`config.mk`:
```
export PLATFORM = sky130hd
export DESIGN_NAME = mem_byte_bridge
export DESIGN_NICKNAME = d
export VERILOG_FILES = /design/src/rtl/mem_bridge_pkg.sv /design/src/rtl/mem_lane_sel.sv /design/src/rtl/mem_byte_bridge.sv
export SDC_FILE = /design/constraint.sdc
export NUM_CORES = 1
export LEC_CHECK = 0
export BUFFER_PORTS_ARGS = -buffer_cell sky130_fd_sc_hd__buf_2
export CAP_MARGIN = 20
export CORE_ASPECT_RATIO = 1.2
export CORE_UTILIZATION = 48
export DETAILED_ROUTE_END_ITERATION = 6
export PLACE_DENSITY = 0.83
export SLEW_MARGIN = 0
export SYNTH_ARGS = -nofsm -noshare
export SYNTH_HDL_FRONTEND = slang
export SYNTH_SLANG_ARGS = --single-unit
```
`constraint.sdc`:
```
create_clock -name clock -period 2.17 [get_ports clock]
set_input_delay 0 -clock clock [delete_from_list [all_inputs] [get_ports clock]]
set_output_delay 0 -clock clock [all_outputs]
set_load 0.1 [all_outputs]
```
`src/rtl/mem_bridge_pkg.sv`:
```
// Shared definitions for the byte-serial memory bridge: state encoding and lane geometry.
package mem_bridge_pkg;

    localparam int LANES  = 4;
    localparam int BYTE_W = 8;

    typedef enum logic [2:0] {
        ST_IDLE    = 3'd0,
        ST_RD      = 3'd1,
        ST_RD_TAIL = 3'd2,
        ST_WR      = 3'd3,
        ST_DONE    = 3'd4
    } state_t;

endpackage

```
`src/rtl/mem_lane_sel.sv`:
```
// Combinational lowest-set-lane finder; none=1 when the mask is empty.
module mem_lane_sel
    import mem_bridge_pkg::*;
(
    input  logic [LANES-1:0] mask,
    output logic [1:0]       idx,
    output logic             none
);

    always_comb begin
        idx  = 2'd0;
        none = 1'b1;
        // Scan downward so the lowest set lane is the last one written.
        for (int i = LANES - 1; i >= 0; i--) begin
            if (mask[i]) begin
                idx  = 2'(i);
                none = 1'b0;
            end
        end
    end

endmodule

```
`src/rtl/mem_byte_bridge.sv`:
```
// Word request to byte-wide SRAM bridge, one byte per cycle with a done pulse.
// Build option: MEM_BYTE_BRIDGE_RDMASK_EN makes reads fetch only lanes set in req_wrbits.
//
// state   | meaning
// IDLE    | waiting; requests sampled here only
// RD      | issuing one read lane per cycle
// RD_TAIL | capturing the last returned byte
// WR      | strobing one set lane per cycle
// DONE    | resp_done pulse
module mem_byte_bridge
    import mem_bridge_pkg::*;
#(
    parameter int AW = 16
) (
    input  logic          clock,
    input  logic          reset,
    input  logic          req_read,
    input  logic          req_write,
    input  logic [31:0]   req_addr,
    input  logic [3:0]    req_wrbits,
    input  logic [31:0]   req_wdata,
    output logic          busy,
    output logic          resp_done,
    output logic [31:0]   resp_rdata,
    output logic [AW-1:0] sram_addr,
    output logic          sram_oe,
    output logic          sram_we,
    output logic [7:0]    sram_wdata,
    input  logic [7:0]    sram_rdata
);

    state_t             state_q, state_d;
    logic [AW-3:0]      base_q, base_d;
    logic [31:0]        wdata_q, wdata_d;
    logic [31:0]        rdata_q, rdata_d;
    logic [LANES-1:0]   rem_q, rem_d;
    logic [1:0]         lane_q, lane_d;
    logic               pend_q, pend_d;
    logic [1:0]         pend_lane_q, pend_lane_d;

    logic [LANES-1:0]   rem_after;
    logic [LANES-1:0]   rd_mask;
    logic [LANES-1:0]   sel_mask;
    logic [1:0]         sel_idx;
    logic               sel_none;

    logic unused_addr_bits;
    assign unused_addr_bits = ^{req_addr[31:AW], req_addr[1:0]};

`ifdef MEM_BYTE_BRIDGE_RDMASK_EN
    assign rd_mask = req_wrbits;
`else
    assign rd_mask = 4'hF;
`endif

    assign rem_after = rem_q & ~(4'b0001 << lane_q);

    mem_lane_sel u_lane_sel (
        .mask (sel_mask),
        .idx  (sel_idx),
        .none (sel_none)
    );

    always_comb begin
        state_d     = state_q;
        base_d      = base_q;
        wdata_d     = wdata_q;
        rdata_d     = rdata_q;
        rem_d       = rem_q;
        lane_d      = lane_q;
        pend_d      = (state_q == ST_RD);
        pend_lane_d = lane_q;
        sel_mask    = rem_after;

        // Byte issued last cycle lands now.
        if (pend_q) begin
            rdata_d[{pend_lane_q, 3'b000} +: BYTE_W] = sram_rdata;
        end

        unique case (state_q)
            ST_IDLE: begin
                if (req_write) begin
                    sel_mask = req_wrbits;
                    base_d   = req_addr[AW-1:2];
                    wdata_d  = req_wdata;
                    rem_d    = req_wrbits;
                    lane_d   = sel_none ? 2'd0 : sel_idx;
                    state_d  = sel_none ? ST_DONE : ST_WR;
                end else if (req_read) begin
                    sel_mask = rd_mask;
                    base_d   = req_addr[AW-1:2];
                    rdata_d  = 32'h0;
                    rem_d    = rd_mask;
                    lane_d   = sel_none ? 2'd0 : sel_idx;
                    state_d  = sel_none ? ST_DONE : ST_RD;
                end
            end
            ST_RD: begin
                rem_d = rem_after;
                if (sel_none) state_d = ST_RD_TAIL;
                else          lane_d  = sel_idx;
            end
            ST_WR: begin
                rem_d = rem_after;
                if (sel_none) state_d = ST_DONE;
                else          lane_d  = sel_idx;
            end
            ST_RD_TAIL: state_d = ST_DONE;
            ST_DONE:    state_d = ST_IDLE;
            default:    state_d = ST_IDLE;
        endcase
    end

    always_ff @(posedge clock) begin
        if (reset) begin
            state_q     <= ST_IDLE;
            base_q      <= '0;
            wdata_q     <= '0;
            rdata_q     <= '0;
            rem_q       <= '0;
            lane_q      <= '0;
            pend_q      <= 1'b0;
            pend_lane_q <= '0;
        end else begin
            state_q     <= state_d;
            base_q      <= base_d;
            wdata_q     <= wdata_d;
            rdata_q     <= rdata_d;
            rem_q       <= rem_d;
            lane_q      <= lane_d;
            pend_q      <= pend_d;
            pend_lane_q <= pend_lane_d;
        end
    end

    assign busy       = (state_q != ST_IDLE);
    assign resp_done  = (state_q == ST_DONE);
    assign resp_rdata = rdata_q;
    assign sram_oe    = (state_q == ST_RD);
    assign sram_we    = (state_q == ST_WR);
    assign sram_addr  = {base_q, lane_q};
    assign sram_wdata = wdata_q[{lane_q, 3'b000} +: BYTE_W];

endmodule

```
==> impl_metrics.yaml <==
clock_network:
  ctsHoldBuffers: 56
  post_cts_buffers: 0
  clkSlewWorstSetupHoldPaths_ns: 0.09
  post_cts_resized: 0
  cts.sinks: 90
  numCtsBuffers: 9
  htree_num_levels: 3
  clockBufferDepth: 2
  clock_latency_ns: 0.35
  root_buffer: "clkbuf_8"
  cts_tree: "built"
setup_path:
  end_kind: "flip-flop"
  crit_path_max_incr_delay_ns: 0.57
  crit_required_ns: 2.41
  timing.rr.start: "state_q[2]"
  startpoint: "state_q[2]"
  path_class: "flip-flop to flip-flop"
  crit_path_start_kind: "flip-flop"
  path_cells: "or4b_4, nor3_1, o22ai_1, nor2_2, mux2_1"
  critPathTopFamily: "simple AND/OR/NAND/NOR gates"
  path_buf_inv: 0
  crit_fanout: 3
  crit_slowest_cell: "or4b_4"
  crit_arrival_ns: 2.29
synthesis:
  synth_area_sq_mm: 0.00360
  synthSimpleGateAreaFrac: 0.205
  async_reset_ff_frac: 0
  synthAdderAreaFrac: 0.0174
  yosysUniqueCellTypes: 40
  syn_inst: 407
  synth-edff-count: 0
  synth_nets: 492
  ys_seq_area_frac: 0.500
  yosysWarnings: 0
  synth_xor_area_frac: 0
  synth-seq-cells: 90
  synthMuxAreaShare: 0.0618
  synth_top_family_by_area: "simple AND/OR/NAND/NOR gates"
  synth_compound_gate_area_share: 0.178
  synth_ff_type: "dfxtp_1"
  avgSynthCellArea_sq_um: 8.85
die:
  row_count: 34
  die-height_um: 96.9
  dieWidth_um: 81.1
  die_area_sq_mm: 0.00786
  initial_core_util: 0.495
  core_sq_mm: 0.00727
  ios: 140
drt:
  drc: 0
  vias_per_cell: 5.31
  drtAntennaViolNets: 0
  vias: 3620
  drtPass1Iterations: 4
  wl_mm: 9.88
  post_drt_wl_per_cell_um: 14.5
  drtIter0Drc: 128
pwr:
  powerDensity_mw_per_mm2: 1250
  ir_drop_mv: 0.875
  p_int_w: 0.00337
  p_leak_nw: 2.23
  p_clk_frac: 0.193
  switching_share: 0.474
  p_comb_frac: 0.481
  power.switching_w: 0.00304
  seqPwrFrac: 0.327
finish:
  drive_gt1_frac: 0.289
  diodes: 0
  syn_to_final_growth_pct: 41.9
  final_cells: 682
  fill_cells: 538
  multi_input_area_sq_mm: 0.00168
  fin_nets: 672
  final-seq-area_sq_mm: 0.00180
sta:
  maxSlewHeadroom: 0.662
  min_period_ns: 2.04
  hold_viol: 0
  finalSetupViolations: 0
  max_freq_mhz: 490
  rsz0062_at_grt: "no"
  skew_ns: 0.0136
  finalSetupTns_ns: 0
  post-route-period-util: 0.940
  worst_pin_slew_ns: 0.495
  final_max_slew_viol_count: 0
grt:
  grt_max_degree: 37
  grt_use_total: 0.261
  grt_pass1_vias: 3526
  grt_pass1_wl_mm: 15.8
  grt_remaining_overflow: 0
  antenna_found_initial: 0
place:
  dpl.hpwl_mm: 6.22
  numPortBuffers: 121
  gp_congestion: 0.870
  dp_cells: 610
hold_path:
  hp-class: "input pin to flip-flop"
  hold_start: "req_wrbits[3]"
outcome:
  outcome: "complete, no violations"
job:
  max-cap-violations: 0
## sequential cells by signal, indices dropped and copies added (netlist names)
signal,flops
pend_q,1
base_q,14
wdata_q,32
lane_q,2
pend_lane_q,2
resp_rdata,32
state_q,3
rem_q,4
## metal layers
metal	global-route usage	wire, um	share of wire
met1	0.295	3910	0.40
met2	0.452	5190	0.53
met3	0.0509	449	0.045
met4	0.130	330	0.033
met5	0	0	0
## worst min-delay path, delay by kind of cell
family	cells	cell delay, ns
buffers and inverters	1	0.13
AO/OA/AOI/OAI	2	0.22
## path summary, 6_finish.rpt
| path | to | slack (ns) | cells after the start |
|---|---|---|---|
| hold / removal | rem_q[3] | 0.05 | 3 |
| setup / recovery | state_q[1] | 0.13 | 5 |
| hold reg to reg | base_q[6] | 0.45 | 2 |
| setup reg to reg | state_q[1] | 0.13 | 5 |
## layout make-up
cell class,instances,area share
sequential,90,0.352
multi-input combinational,289,0.328
timing repair buffer,193,0.251
clock buffer,10,0.0250
tap,90,0.0220
clock inverter,6,0.0179
inverter,4,0.00294
## logic make-up after synthesis
kind of cell               after synthesis
buffers and inverters                   28
DFF                                     90
and+or+nand+nor                        169
AOI/OAI and AO/OA                      103
muxes                                   12
adders and majority gates                5
## metrics by stage
stage / area [sq um] / hold slack, ns / util / setup slack (ns) / power [W]
after floorplan: 3610 / 0.0867 / - / 0.132 / 0.00456
after global placement: 4340 / 0.242 / 0.596 / 0.256 / 0.00501
after detailed placement: 4340 / 0.246 / 0.596 / 0.207 / 0.00508
after CTS: 5110 / 0.0339 / 0.703 / 0.171 / 0.00640
after global routing: 5110 / 0.0483 / 0.703 / 0.0300 / 0.00673
final: 5110 / 0.0487 / 0.703 / 0.130 / 0.00642
## power groups by stage
stage                     registers (W)  logic (W)  clock network, W
after global routing            0.00212    0.00327           0.00133
after global placement          0.00211    0.00290                 0
final                           0.00210    0.00308           0.00124
after detailed placement        0.00213    0.00295                 0
after floorplan                 0.00276    0.00180                 0
after CTS                       0.00209    0.00306           0.00126
## Yosys cell counts (2+ instances only)
cell	n	share of area
a211oi_1	2	0.0042
buf_2	5	0.0069
ha_1	5	0.017
nor3_1	2	0.0028
dfxtp_1	90	0.50
nor4b_1	2	0.0049
a2111oi_0	2	0.0049
nand2b_1	3	0.0052
mux2i_1	2	0.0056
buf_6	3	0.0094
o22ai_1	2	0.0035
mux4_2	8	0.050
a21o_1	3	0.0062
nor3b_1	2	0.0042
nand2_1	100	0.10
a22oi_1	33	0.069
nor2_1	46	0.048
o21ai_0	2	0.0028
nor2_2	2	0.0035
inv_1	4	0.0042
clkbuf_1	16	0.017
a21oi_1	52	0.072
nor4b_2	3	0.012
a21boi_0	2	0.0042
## cell usage in the layout (no fill, tap or decap), types with 3 or more instances in the layout
cell type,n
dfxtp_1,89
dlygate4sd3_1,56
nand2_1,100
nand2b_1,3
mux4_2,8
a21oi_1,52
a22oi_1,33
nor4b_2,4
clkinvlp_4,3
ha_1,5
inv_1,4
buf_2,121
nor2_1,46
buf_4,16
a21o_1,3
clkbuf_8,9
Power figures use the tool's default switching activity.
